### src/rtl/hcsr04_controller.sv
// HC-SR04 ultrasonic ranging sequencer.
// Issues the trigger pulse, times the synchronised echo and converts the
// echo width to whole centimetres. Runs single-shot on start or back-to-back
// while continuous is held high, with a quiet holdoff after every measurement.
`timescale 1ns/1ps

module hcsr04_controller #(
    parameter int TRIG_CYCLES      = 500,
    parameter int CYCLES_PER_CM    = 2900,
    parameter int ECHO_WAIT_CYCLES = 1500000,
    parameter int ECHO_MAX_CYCLES  = 1250000,
    parameter int HOLDOFF_CYCLES   = 3000000,
    parameter int DIST_W           = 16
) (
    input  logic              clk,
    input  logic              rst_n,
    input  logic              start,
    input  logic              continuous,
    input  logic              echo,
    output logic              trigger,
    output logic              busy,
    output logic [DIST_W-1:0] distance_cm,
    output logic              valid,
    output logic              timeout
);

    localparam int TRIG_W = $clog2(TRIG_CYCLES) + 1;
    localparam int PRE_W  = $clog2(CYCLES_PER_CM) + 1;
    localparam int WAIT_W = $clog2(ECHO_WAIT_CYCLES) + 1;
    localparam int MAX_W  = $clog2(ECHO_MAX_CYCLES) + 1;
    localparam int HOLD_W = $clog2(HOLDOFF_CYCLES) + 1;

    localparam logic [2:0] S_IDLE    = 3'd0;
    localparam logic [2:0] S_TRIG    = 3'd1;
    localparam logic [2:0] S_WAIT    = 3'd2;
    localparam logic [2:0] S_MEASURE = 3'd3;
    localparam logic [2:0] S_HOLDOFF = 3'd4;

    localparam logic [TRIG_W-1:0] TRIG_LAST = TRIG_W'(TRIG_CYCLES - 1);
    localparam logic [PRE_W-1:0]  PRE_LAST  = PRE_W'(CYCLES_PER_CM - 1);
    localparam logic [WAIT_W-1:0] WAIT_LAST = WAIT_W'(ECHO_WAIT_CYCLES - 1);
    localparam logic [MAX_W-1:0]  MAX_LAST  = MAX_W'(ECHO_MAX_CYCLES - 1);
    localparam logic [HOLD_W-1:0] HOLD_LAST = HOLD_W'(HOLDOFF_CYCLES - 1);

    // Centimetre counter increment that sticks at all-ones instead of wrapping.
    function automatic logic [DIST_W-1:0] sat_inc(input logic [DIST_W-1:0] v);
        return (&v) ? v : v + DIST_W'(1);
    endfunction

    logic [2:0]        state;
    logic              echo_meta;
    logic              echo_s;
    logic              echo_d;
    logic              rise;
    logic              fall;
    logic [TRIG_W-1:0] trig_cnt;
    logic [WAIT_W-1:0] wait_cnt;
    logic [PRE_W-1:0]  presc;
    logic [DIST_W-1:0] cm_cnt;
    logic [MAX_W-1:0]  echo_cnt;
    logic [HOLD_W-1:0] hold_cnt;
    logic              presc_wrap;
    logic [DIST_W-1:0] cm_next;

    assign rise = echo_s & ~echo_d;
    assign fall = ~echo_s & echo_d;

    // The cycle that sees the fall still counts as an echo-high cycle, so the
    // captured distance uses the post-increment value of the cm counter.
    assign presc_wrap = (presc == PRE_LAST);
    assign cm_next    = presc_wrap ? sat_inc(cm_cnt) : cm_cnt;

    // Two-flop synchroniser for the asynchronous echo pin plus one delay stage for edge detection.
    always_ff @(posedge clk or negedge rst_n) begin
        if (!rst_n) begin
            echo_meta <= 1'b0;
            echo_s    <= 1'b0;
            echo_d    <= 1'b0;
        end else begin
            echo_meta <= echo;
            echo_s    <= echo_meta;
            echo_d    <= echo_s;
        end
    end

    // Measurement sequencer: trigger, echo wait, echo timing, holdoff.
    always_ff @(posedge clk or negedge rst_n) begin
        if (!rst_n) begin
            state       <= S_IDLE;
            trigger     <= 1'b0;
            busy        <= 1'b0;
            distance_cm <= '0;
            valid       <= 1'b0;
            timeout     <= 1'b0;
            trig_cnt    <= '0;
            wait_cnt    <= '0;
            presc       <= '0;
            cm_cnt      <= '0;
            echo_cnt    <= '0;
            hold_cnt    <= '0;
        end else begin
            valid   <= 1'b0;
            timeout <= 1'b0;
            case (state)
                S_IDLE: begin
                    if (start || continuous) begin
                        state    <= S_TRIG;
                        trigger  <= 1'b1;
                        busy     <= 1'b1;
                        trig_cnt <= '0;
                    end
                end
                S_TRIG: begin
                    if (trig_cnt == TRIG_LAST) begin
                        trigger  <= 1'b0;
                        state    <= S_WAIT;
                        wait_cnt <= '0;
                    end else begin
                        trig_cnt <= trig_cnt + TRIG_W'(1);
                    end
                end
                S_WAIT: begin
                    if (rise) begin
                        state    <= S_MEASURE;
                        presc    <= '0;
                        cm_cnt   <= '0;
                        echo_cnt <= '0;
                    end else if (wait_cnt == WAIT_LAST) begin
                        timeout     <= 1'b1;
                        distance_cm <= '1;
                        state       <= S_HOLDOFF;
                        hold_cnt    <= '0;
                    end else begin
                        wait_cnt <= wait_cnt + WAIT_W'(1);
                    end
                end
                S_MEASURE: begin
                    presc    <= presc_wrap ? '0 : presc + PRE_W'(1);
                    cm_cnt   <= cm_next;
                    echo_cnt <= echo_cnt + MAX_W'(1);
                    if (fall) begin
                        distance_cm <= cm_next;
                        valid       <= 1'b1;
                        state       <= S_HOLDOFF;
                        hold_cnt    <= '0;
                    end else if (echo_cnt == MAX_LAST) begin
                        timeout     <= 1'b1;
                        distance_cm <= '1;
                        state       <= S_HOLDOFF;
                        hold_cnt    <= '0;
                    end
                end
                S_HOLDOFF: begin
                    if (hold_cnt == HOLD_LAST) begin
                        hold_cnt <= '0;
                        if (continuous) begin
                            state    <= S_TRIG;
                            trigger  <= 1'b1;
                            trig_cnt <= '0;
                        end else begin
                            state <= S_IDLE;
                            busy  <= 1'b0;
                        end
                    end else begin
                        hold_cnt <= hold_cnt + HOLD_W'(1);
                    end
                end
                default: begin
                    state   <= S_IDLE;
                    trigger <= 1'b0;
                    busy    <= 1'b0;
                end
            endcase
        end
    end

endmodule

### config.mk
export PLATFORM = sky130hd
export DESIGN_NAME = hcsr04_controller
export DESIGN_NICKNAME = d
export VERILOG_FILES = /design/src/rtl/hcsr04_controller.sv
export SDC_FILE = /design/constraint.sdc
export NUM_CORES = 1
export LEC_CHECK = 0
export ABC_AREA = 1
export BUFFER_PORTS_ARGS = -buffer_cell sky130_fd_sc_hd__buf_2
export CORE_UTILIZATION = 50
export DETAILED_ROUTE_END_ITERATION = 8
export GPL_ROUTABILITY_DRIVEN = 0
export GPL_TIMING_DRIVEN = 0
export HOLD_SLACK_MARGIN = 0.02
export PLACE_DENSITY = 0.66
export SLEW_MARGIN = 20
export SYNTH_ARGS = -nofsm -noshare
export SYNTH_HDL_FRONTEND = slang
export SYNTH_SLANG_ARGS = --single-unit
### constraint.sdc
create_clock -name clk -period 1.94 [get_ports clk]
set_input_delay 0.388 -clock clk [delete_from_list [all_inputs] [get_ports clk]]
set_output_delay 0.388 -clock clk [all_outputs]
set_load 0.005 [all_outputs]
==> impl_results.md <==
- Required time worst endpoint: 2250 ps
- Die area: 16700 um2
- Ant. Diodes: 0
- # DRC: 0
- Hold Vio Cnt, Final: 0
- Max Cap Violations: 0
- FP Rows: 46
- Worst R2R Setup Slack: 110 ps
- Crit-path max FO: 10
- RSZ-0062 raised after global routing: false
- Crit Reg-Reg Endpoint: hold_cnt[3]
- Final ANT Viol Nets: 0
- Die X: 129 um
- CP Cell Sequence: ha_4, nand3_4, nor2_4, nand3_4, nand2_4, nand4_2, buf_4, nand2_1, nand2_1
- Post-synthesis sequential area ratio: 0.407
- Adder-cell share of the synthesized area: 0.00925
- P_leak: 4.32 nW
- First-pass GRT wire length: 33.0 mm
- Pwr/cell area: 1020 nW/um2
- CP Buf/Inv Count: 1
- Initial antenna violation count: 0
- DRT Wirelength: 19.9 mm
- Cells after synthesis: 1170
- Largest net degree at the start of global routing: 75
- Max incr delay on CP: 430 ps
- Vias in the first global route: 6799
- Final worst-path cycle share: 0.944
- Worst-case reg-to-reg path depth: 9
- Num ports: 25
- Clk buf depth: 2
- First-pass iteration count of the detailed router: 5
- Finished Layout Cells: 1455
- Gr ovfl total: 0
- DR vias/cell: 5.19
- Post-synth ARST share: 1.00
- Main synth FF type: dfrtp_1
- WHS Endpoint: echo_meta
- Critical path's top delay family: simple AND/OR/NAND/NOR gates
- Compound-gate portion of the synthesized area: 0.0638
- Layout cells sized above 1: 0.133
- Post-synth top area cell: dfrtp_1
- CTS Sinks: 132
- Drt initial violations: 510
- Number of synthesized flops with an enable pin: 0
- Hold wc startpoint: echo
- Synth Area in XOR/XNOR: 0.0345
- Global Route Usage Sum: 0.251
- Nets: 1237
- Reg-to-Reg Start: wait_cnt[1]
- Post-Synth Simple-Gate Area: 0.410
- Yosys cell types: 43
- Synth Cell Area: 8120 um2
- Syn Nets: 1181
- Fmax: 546 MHz
- CTS buffer count: 17
- Peak VDD IR: 0.761 mV
- Htree depth: 4
- Root Driver: clkbuf_16
- Number of synthesized register bits: 132
- Starting Density: 0.511
- Top cell type's share of synthesized area: 0.407
- HP Class: in -> reg
- CTS tree: built
- Critical Path Sink Type: register
- Clk slew on worst S/H paths: 60 ps
- CP max-delay cell: dfrtp_1
- Area contributors post-synth: dfrtp_1 41%, nand2_1 17%, nor2_1 7.4%, nand3_1 7.2%, inv_1 5.3%
- Port bufs: 24
- Setup-failing EPs final: 0
- Hold path cells: 1
- Min Tclk post-route: 1830 ps
- Latest clock arrival within the worst-skew pair: 420 ps
- Largest family of logic cells by synthesized area: simple AND/OR/NAND/NOR gates
- Placed Cells: 1411
- Area of placed instances: 8550 um2
- Final Skew: 10.4 ps
- Relative slew margins: 0.586
- Post-route cell area: 9360 um2
- Drt wl/cell: 13.7 um
- Syn Area/Cell: 6.94 um2
- Area Growth Syn to Fin: 15.3%
- Outcome: complete, no violations
- Critical path data arrival time: 2140 ps
- Vias post-DR: 7553
- Post-synthesis mux area share: 0
- WS Path Type: reg -> reg
- Die Ht: 129 um
- Final Max Slew Viols: 0
- Synth Warn #: 0
- Least-Margin Pin Slew: 621 ps
- Core ar.: 15900 um2
- Worst Setup Start Kind: register
- HPWL after detailed placement: 14.0 mm
[how the worst max path moves through the flow]
stage           startpoint              to  slack [ps]  cells after the start
3_3_place_gp         rst_n      cm_cnt[12]       -1410                      1
5_1_grt           state[0]    hold_cnt[12]           2                      9
6_report       wait_cnt[1]     hold_cnt[3]         110                      9
4_1_cts          cm_cnt[0]  distance_cm[1]         -70                      8
2_1_floorplan  hold_cnt[0]            busy         260                      9
3_5_place_dp   hold_cnt[0]            busy        -210                      9
[what timing repair did]
| action | 4_1_cts | 5_1_grt |
|---|---|---|
| hold buffers | 1 | 0 |
| resized for setup | 9 | 32 |
| setup buffers | 2 | 9 |
| gates cloned | 0 | 0 |
| pin swaps | 1 | 4 |
| endpoints found under the hold margin | 58 | 0 |
| endpoints found under the setup margin | 66 | 88 |
[placed cells by master (no fill, tap or decap), drive strengths merged, types with 3 or more instances in the layout]
cell / Yosys / routed
clkbuf: 10 / 33
clkinv: 1 / 6
a21oi: 12 / 12
nand4: 39 / 39
dfrtp: 132 / 132
inv: 122 / 122
ha: 6 / 6
bufinv: 0 / 3
nor3: 15 / 15
nor2: 184 / 184
nand3: 122 / 122
o21ai: 64 / 64
buf: 16 / 51
xnor2: 9 / 9
or2: 11 / 11
xor2: 23 / 23
o22ai: 9 / 9
nand2: 381 / 381
[cell families (layout without fill, tap and decap cells)]
kind of cell | Yosys count | count (layout)
compound gates | 94 | 94
xor+xnor | 32 | 32
fa+ha+maj | 6 | 6
buf+inv | 149 | 218
flops | 132 | 132
simple gates | 757 | 757
[routing by layer]
metal / track usage / wire (um) / up-vias
li1: - / - / 3853
met1: 0.352 / 9740 / 3535
met2: 0.396 / 9140 / 136
met3: 0.0483 / 690 / 29
met4: 0.0718 / 321 / 0
met5: 0 / 0 / -
[through the flow]
step	TNS, ps	total power [W]	worst slack (ps)	utilization	hold slack (ps)
after floorplan	0	0.00516	259	-	92.4
after global placement	-190650	0.00600	-1410	0.536	350
after detailed placement	-5060	0.00603	-210	0.538	343
after CTS	-261	0.00944	-67.0	0.578	66.8
after global routing	0	0.0101	1.98	0.589	63.4
final	0	0.00951	109	0.589	77.2
[worst register-to-register path, cell delays in order, from the launching register on]
cell	delay [ps]
dfrtp_1	430
ha_4	210
nand3_4	140
nor2_4	170
nand3_4	110
nand2_4	100
nand4_2	190
buf_4	250
nand2_1	70
nand2_1	50
[synthesized netlist by cell type (2+ instances only)]
| cell | number |
|---|---|
| a21oi_1 | 12 |
| buf_2 | 10 |
| buf_4 | 2 |
| buf_6 | 3 |
| clkbuf_1 | 10 |
| dfrtp_1 | 132 |
| ha_1 | 6 |
| inv_1 | 114 |
| inv_2 | 8 |
| nand2_1 | 376 |
| nand2_2 | 2 |
| nand2_4 | 3 |
| nand3_1 | 116 |
| nand3_2 | 4 |
| nand3_4 | 2 |
| nand3b_1 | 2 |
| nand4_1 | 38 |
| nor2_1 | 159 |
| nor2_2 | 21 |
| nor2_4 | 3 |
| nor3_1 | 14 |
| nor4_1 | 2 |
| o211ai_1 | 2 |
| o21ai_0 | 52 |
| o21ai_1 | 12 |
| o22ai_1 | 9 |
| or2_2 | 10 |
| xnor2_1 | 9 |
| xor2_1 | 23 |
[registers in the layout, summed over array words and instances, names as in the netlist]
signal / flops
echo_d: 1
timeout: 1
echo_cnt: 22
state: 3
trig_cnt: 10
hold_cnt: 23
echo_s: 1
busy: 1
wait_cnt: 22
echo_meta: 1
distance_cm: 16
presc: 13
cm_cnt: 16
valid: 1
trigger: 1
[area by class of cell]
class	count	area (um2)
buffer	26	170
clock buffer	22	464
clock inverter	10	130
fill	1549	6530
inverter	123	462
multi-input combinational	889	4300
sequential	132	3310
tap	216	270
timing repair buffer	37	250
[report_power, final]
part           total, W  switching [W]  leakage [nW]  internal [W]
Combinational   0.00276        0.00178          2.28      0.000981
Clock           0.00330        0.00123         0.290       0.00208
Sequential      0.00345       0.000335          1.75       0.00311
Total           0.00951        0.00334          4.32       0.00617
(Power assumes the default switching activity.)
